**src/rtl/cpu_cu.sv**
```systemverilog
// ---------------------------------------------------------------------------
// cpu_cu -- control unit for the 16-bit RISC CPU.
//
// Sequences fetch / decode / execute for the execution unit (cpu_eu). It
// decodes the instruction held in the EU's instruction register, keeps a
// private copy of the ALU flags for conditional branches, and drives every
// EU control plus the memory read/write strobes (with a ready handshake).
//
// Instruction fields: class = IR[15:13], sub = IR[12:9],
//                     W = IR[8:6], R = IR[5:3], S = IR[2:0].
//
// Ports
//   clk        in   rising-edge system clock
//   reset      in   synchronous, active-high; overrides everything
//   IR_OUT     in   [15:0] instruction register from the EU
//   C, N, Z    in   ALU status from the EU (captured only in EX_ALU)
//   mem_rdy    in   memory completes the current read/write this cycle
//   Alu_Op     out  [3:0] EU ALU operation
//   W_Adr      out  [2:0] EU write register address
//   R_Adr      out  [2:0] EU R-operand register address
//   S_Adr      out  [2:0] EU S-operand register address
//   adr_sel    out  memory address select (0 = PC, 1 = R operand)
//   s_sel      out  S operand select (1 = memory data)
//   reg_w_en   out  register file write enable
//   ir_ld      out  load instruction register
//   pc_ld      out  load PC (branch / jump)
//   pc_inc     out  increment PC
//   pc_sel     out  PC load source (0 = PC + offset, 1 = ALU result)
//   mr_en      out  memory read strobe
//   mw_en      out  memory write strobe
//   halted     out  FSM is in HALT
//   illegal    out  sticky: HALT was entered on an undefined class
//   state      out  [3:0] current state code (debug)
// ---------------------------------------------------------------------------
module cpu_cu #(
    parameter logic [3:0] ALU_PASS_S = 4'h0,
    parameter logic [3:0] ALU_PASS_R = 4'h1
) (
    input  logic        clk,
    input  logic        reset,
    input  logic [15:0] IR_OUT,
    input  logic        C,
    input  logic        N,
    input  logic        Z,
    input  logic        mem_rdy,
    output logic [3:0]  Alu_Op,
    output logic [2:0]  W_Adr,
    output logic [2:0]  R_Adr,
    output logic [2:0]  S_Adr,
    output logic        adr_sel,
    output logic        s_sel,
    output logic        reg_w_en,
    output logic        ir_ld,
    output logic        pc_ld,
    output logic        pc_inc,
    output logic        pc_sel,
    output logic        mr_en,
    output logic        mw_en,
    output logic        halted,
    output logic        illegal,
    output logic [3:0]  state
);

    typedef enum logic [3:0] {
        ST_RESET  = 4'd0,
        ST_FETCH  = 4'd1,
        ST_DECODE = 4'd2,
        ST_EX_ALU = 4'd3,
        ST_EX_LD  = 4'd4,
        ST_EX_ST  = 4'd5,
        ST_EX_BR  = 4'd6,
        ST_EX_JR  = 4'd7,
        ST_HALT   = 4'd8
    } state_t;

    localparam logic [2:0] CLS_ALU  = 3'b000;
    localparam logic [2:0] CLS_LD   = 3'b001;
    localparam logic [2:0] CLS_ST   = 3'b010;
    localparam logic [2:0] CLS_BR   = 3'b011;
    localparam logic [2:0] CLS_JR   = 3'b100;
    localparam logic [2:0] CLS_HALT = 3'b111;

    state_t     state_q;
    state_t     state_d;
    logic [2:0] flags_q;     // {c, n, z} from the most recent EX_ALU
    logic       illegal_q;

    logic [2:0] ir_class;
    logic [3:0] ir_sub;
    logic       cls_undefined;
    logic       br_taken;

    assign ir_class      = IR_OUT[15:13];
    assign ir_sub        = IR_OUT[12:9];
    assign cls_undefined = (ir_class == 3'b101) || (ir_class == 3'b110);

    // ------------------------------------------------------------------
    // State, flag and sticky-illegal registers
    // ------------------------------------------------------------------
    // NOTE: sequential state uses non-blocking (<=) so every register
    // samples the pre-edge values; blocking here would create ordering races.
    always_ff @(posedge clk) begin
        if (reset) begin
            state_q   <= ST_RESET;
            flags_q   <= 3'b000;
            illegal_q <= 1'b0;
        end else begin
            state_q <= state_d;
            // Flags are written at the same edge as the ALU result, so the
            // very next branch already sees them.
            if (state_q == ST_EX_ALU)
                flags_q <= {C, N, Z};
            if (state_q == ST_DECODE && cls_undefined)
                illegal_q <= 1'b1;
        end
    end

    // ------------------------------------------------------------------
    // Branch condition, evaluated against the captured flags only
    // ------------------------------------------------------------------
    always_comb begin
        unique case (ir_sub)
            4'd0:    br_taken = 1'b1;
            4'd1:    br_taken =  flags_q[2];
            4'd2:    br_taken =  flags_q[1];
            4'd3:    br_taken =  flags_q[0];
            4'd4:    br_taken = ~flags_q[2];
            4'd5:    br_taken = ~flags_q[1];
            4'd6:    br_taken = ~flags_q[0];
            default: br_taken = 1'b0;
        endcase
    end

    // ------------------------------------------------------------------
    // Next state and control outputs
    // ------------------------------------------------------------------
    // NOTE: every output and state_d gets a default before the case so no
    // path leaves a signal unassigned, which would infer a latch.
    always_comb begin
        state_d  = state_q;
        Alu_Op   = 4'h0;
        W_Adr    = 3'd0;
        R_Adr    = 3'd0;
        S_Adr    = 3'd0;
        adr_sel  = 1'b0;
        s_sel    = 1'b0;
        reg_w_en = 1'b0;
        ir_ld    = 1'b0;
        pc_ld    = 1'b0;
        pc_inc   = 1'b0;
        pc_sel   = 1'b0;
        mr_en    = 1'b0;
        mw_en    = 1'b0;
        halted   = 1'b0;

        // Register addresses track the IR from DECODE through execute.
        if (state_q inside {ST_DECODE, ST_EX_ALU, ST_EX_LD, ST_EX_ST,
                            ST_EX_BR, ST_EX_JR}) begin
            W_Adr = IR_OUT[8:6];
            R_Adr = IR_OUT[5:3];
            S_Adr = IR_OUT[2:0];
        end

        case (state_q)
            ST_RESET: begin
                state_d = ST_FETCH;
            end

            ST_FETCH: begin
                adr_sel = 1'b0;
                mr_en   = 1'b1;
                if (mem_rdy) begin
                    ir_ld   = 1'b1;
                    pc_inc  = 1'b1;
                    state_d = ST_DECODE;
                end
            end

            ST_DECODE: begin
                case (ir_class)
                    CLS_ALU:  state_d = ST_EX_ALU;
                    CLS_LD:   state_d = ST_EX_LD;
                    CLS_ST:   state_d = ST_EX_ST;
                    CLS_BR:   state_d = ST_EX_BR;
                    CLS_JR:   state_d = ST_EX_JR;
                    CLS_HALT: state_d = ST_HALT;
                    default:  state_d = ST_HALT;  // 101/110: flagged illegal
                endcase
            end

            ST_EX_ALU: begin
                Alu_Op   = ir_sub;
                s_sel    = 1'b0;
                reg_w_en = 1'b1;
                state_d  = ST_FETCH;
            end

            ST_EX_LD: begin
                adr_sel = 1'b1;
                mr_en   = 1'b1;
                if (mem_rdy) begin
                    s_sel    = 1'b1;
                    Alu_Op   = ALU_PASS_S;
                    reg_w_en = 1'b1;
                    state_d  = ST_FETCH;
                end
            end

            ST_EX_ST: begin
                adr_sel = 1'b1;
                Alu_Op  = ALU_PASS_S;
                s_sel   = 1'b0;
                mw_en   = 1'b1;
                if (mem_rdy)
                    state_d = ST_FETCH;
            end

            ST_EX_BR: begin
                // PC already points past the branch; the EU adds sext(IR[7:0]).
                if (br_taken) begin
                    pc_sel = 1'b0;
                    pc_ld  = 1'b1;
                end
                state_d = ST_FETCH;
            end

            ST_EX_JR: begin
                Alu_Op  = ALU_PASS_R;
                pc_sel  = 1'b1;
                pc_ld   = 1'b1;
                state_d = ST_FETCH;
            end

            ST_HALT: begin
                halted = 1'b1;
            end

            default: begin
                // Unreachable codes 9..15 recover into HALT.
                state_d = ST_HALT;
            end
        endcase
    end

    assign illegal = illegal_q;
    assign state   = state_q;

endmodule
```
**config.mk**
```make
export PLATFORM = sky130hd
export DESIGN_NAME = cpu_cu
export DESIGN_NICKNAME = d
export VERILOG_FILES = /design/src/rtl/cpu_cu.sv
export SDC_FILE = /design/constraint.sdc
export NUM_CORES = 1
export LEC_CHECK = 0
export ABC_AREA = 1
export BUFFER_PORTS_ARGS = -buffer_cell sky130_fd_sc_hd__buf_2
export CAP_MARGIN = 20
export CORE_MARGIN = 2
export CORE_UTILIZATION = 38
export CTS_BUF_LIST = sky130_fd_sc_hd__clkbuf_16
export CTS_CLUSTER_SIZE = 14
export DETAILED_ROUTE_END_ITERATION = 12
export PLACE_DENSITY = 0.83
export SLEW_MARGIN = 20
export SYNTH_ARGS = -nofsm -noshare
export SYNTH_HDL_FRONTEND = slang
export SYNTH_SLANG_ARGS = --single-unit
```
**constraint.sdc**
```tcl
create_clock -name clk -period 1.5 [get_ports clk]
set_clock_uncertainty 0.2 [all_clocks]
set_input_delay 0.075 -clock clk [delete_from_list [all_inputs] [get_ports clk]]
set_output_delay 0.075 -clock clk [all_outputs]
set_load 0.005 [all_outputs]
```
==> results.ini <==
[yosys]
ys_types = 19
synth_top_cell_area_share = 0.245
syn_area_sq_um = 653
ys_seq_area_frac = 0.245
post-synth-top-count-cell = nor2_1
yosysTopAreaCell = dfxtp_1
async_flop_share = 0
ys_warn_count = 0
synthFlopType = dfxtp_1
netlist_instances = 120
synth_edf_count = 0
syn_nets = 142
yosys-top-cells-count = nor2_1, inv_1, nand2_1
syn_avg_cell_area_sq_um = 5.44
ys_seq_elements = 8
synth_area_leaders = dfxtp_1, nor2_1, inv_1

[timing]
slew_headroom = 0.778
hold_ws_ns = -0.00190
max_freq_ghz = 0.682
setup_viol = 0
rsz0062_at_grt = yes
fin_crit_ns = 1.47
tightest_slew_ns = 0.333
hold_violations = 1
maxSlewViolCount = 0
finalCritPeriodShare = 0.978

[power_and_ir_drop]
switchingPower_uw = 543
power_leakage_uw = 0.000656
netSwitchingFraction = 0.379
clkPwrFrac = 0.308
p_comb_frac = 0.459
powerDensity_mw_per_mm2 = 1320
ir_worst_vdd_v = 0.00135
seqPwrFrac = 0.233
internal_power_uw = 891
power_uw = 1430

[floorplanning]
start_util = 0.419
chipHeight_microns = 45.5
io_pins = 50
die_x_microns = 45.5
core_area_sq_mm = 0.00156
num_rows = 14
dieArea_sq_mm = 0.00207

[route]
drtIter0Drc = 16
wl_met1_microns = 897
vias_per_cell = 4.97
wl_met3_microns = 181
drc_errors = 0
ant_nets = 0
highest_layer = met4
route.vias.total = 955
wl_per_cell_microns = 10.8
drt_pass1_iterations = 4
dr_wl_met2_microns = 978
wl_mm = 2.08

[global_routing]
grt.total_usage = 0.179
antenna_found_initial = 0
grt_max_degree = 11
first_global_vias = 738
overflow = 0
grt_first_pass_wirelength_mm = 2.79

[cells_and_area]
utilization = 0.699
drive_gt1_frac = 0.420
fin_nets = 200
layoutNonFillerInstCount = 192
diodes = 0
area_growth_pct = 66.9

[cts]
root_buffer = clkbuf_16
cts.sinks = 8
cts_tree = built
cts_made_buffers = 3
clkSlewWorstSetupHoldPaths_ns = 0.03
cts_max_level = 1
insertion_delay_ns = 0.23
clk_path_buf_depth = 2

[place]
portBuffers = 49
placed_cells = 183
place.gp.congestion = 0.908
post-dp-hpwl_mm = 1.51

[setup_path]
cp_max_fo = 5
endpoint_kind = output port
cpMostUsedCell = nand2_1
critPathSlowestCell = dfxtp_4
arrival_ns = 1.19
critical_path_class = reg2out
crit_path_max_incr_delay_ns = 0.36
critPathLaunchType = register
path_cells = inv_4 -> nand2_1 -> nor3_2 -> nand4_1 -> nand2_1 -> buf_2
required_ns = 1.22

[status]
violations = hold timing
status = finished with violations

[flow_run]
cap_violations = 0

[hold_path]
hold_path.class = in2reg

cells in the final DEF (no fill, tap or decap), types with 2 or more instances in the layout:
cell type and instances:
nand2_4 2, buf_4 3, buf_2 49, nor3_1 2, o21ai_1 3, inv_1 21
o21ai_0 4, dfxtp_4 3, a21oi_1 5, dlygate4sd3_1 4, nor2_1 28, inv_2 2
nor2_2 2, nand2_1 20, a211oi_1 2, inv_4 3, clkbuf_16 3, dfxtp_1 4
nand3_1 7
through the flow:
| step | setup WS (ns) | instance area, sq um | setup TNS, ns |
|---|---|---|---|
| 3_5_place_dp | 0.0887 | 903 | 0 |
| 5_1_grt | -0.0588 | 1090 | -0.154 |
| 3_3_place_gp | 0.0786 | 903 | 0 |
| 6_report | 0.0337 | 1090 | 0 |
| 4_1_cts | -0.000296 | 1060 | -0.000296 |
| 2_1_floorplan | 0.162 | 653 | 0 |
worst max-delay path, delay by kind of cell (launching register included):
family                 cells  cell delay (ns)
AND/OR/NAND/NOR            4             0.41
flip-flops                 1             0.36
buffers and inverters      2             0.18
power by group through the flow:
stage	Sequential, uW	Combinational, uW	Clock [uW]
floorplan	292	387	0
global placement	308	561	0
detailed placement	310	568	0
CTS	319	612	446
global route	338	731	458
finish	334	659	441
worst paths after layout:
kind	slack, ns	from	endpoint	cells after the start
setup / recovery	0.03	state[3]	pc_ld	6
hold / removal	-0.002	IR_OUT[15]	state[2]	3
hold reg to reg	0.27	flags_q[0]	flags_q[0]	2
setup reg to reg	0.10	state[3]	state[0]	8
layout make-up:
class                      instances  area, sq um
sequential                         8          173
clock buffer                       3         75.1
tap                               16         20.0
inverter                          26          105
fill                             120          469
timing repair buffer              56          308
multi-input combinational         83          409
sequential cells by signal, summed over array words and instances (netlist names):
| register | count |
|---|---|
| flags_q | 3 |
| illegal | 1 |
| state | 4 |
cells by family after synthesis:
kind of cell	after synthesis	share of synthesized area
AO/OA/AOI/OAI	16	0.138
flip-flops	8	0.245
AND/OR/NAND/NOR	67	0.433
buffers and inverters	29	0.184
per-layer routing:
layer  vias up  track usage
li1        484            -
met1       429        0.208
met2        38        0.310
met3         4       0.0516
met4         0       0.0588
met5         -            0
timing repair:
action,4_1_cts,5_1_grt
endpoints found under the setup margin,9,10
pin swaps,0,1
setup buffers,2,0
hold buffers,4,0
gates resized for setup,10,14
hold endpoints to repair,8,0
No activity file was read; power rests on OpenSTA's default activity.
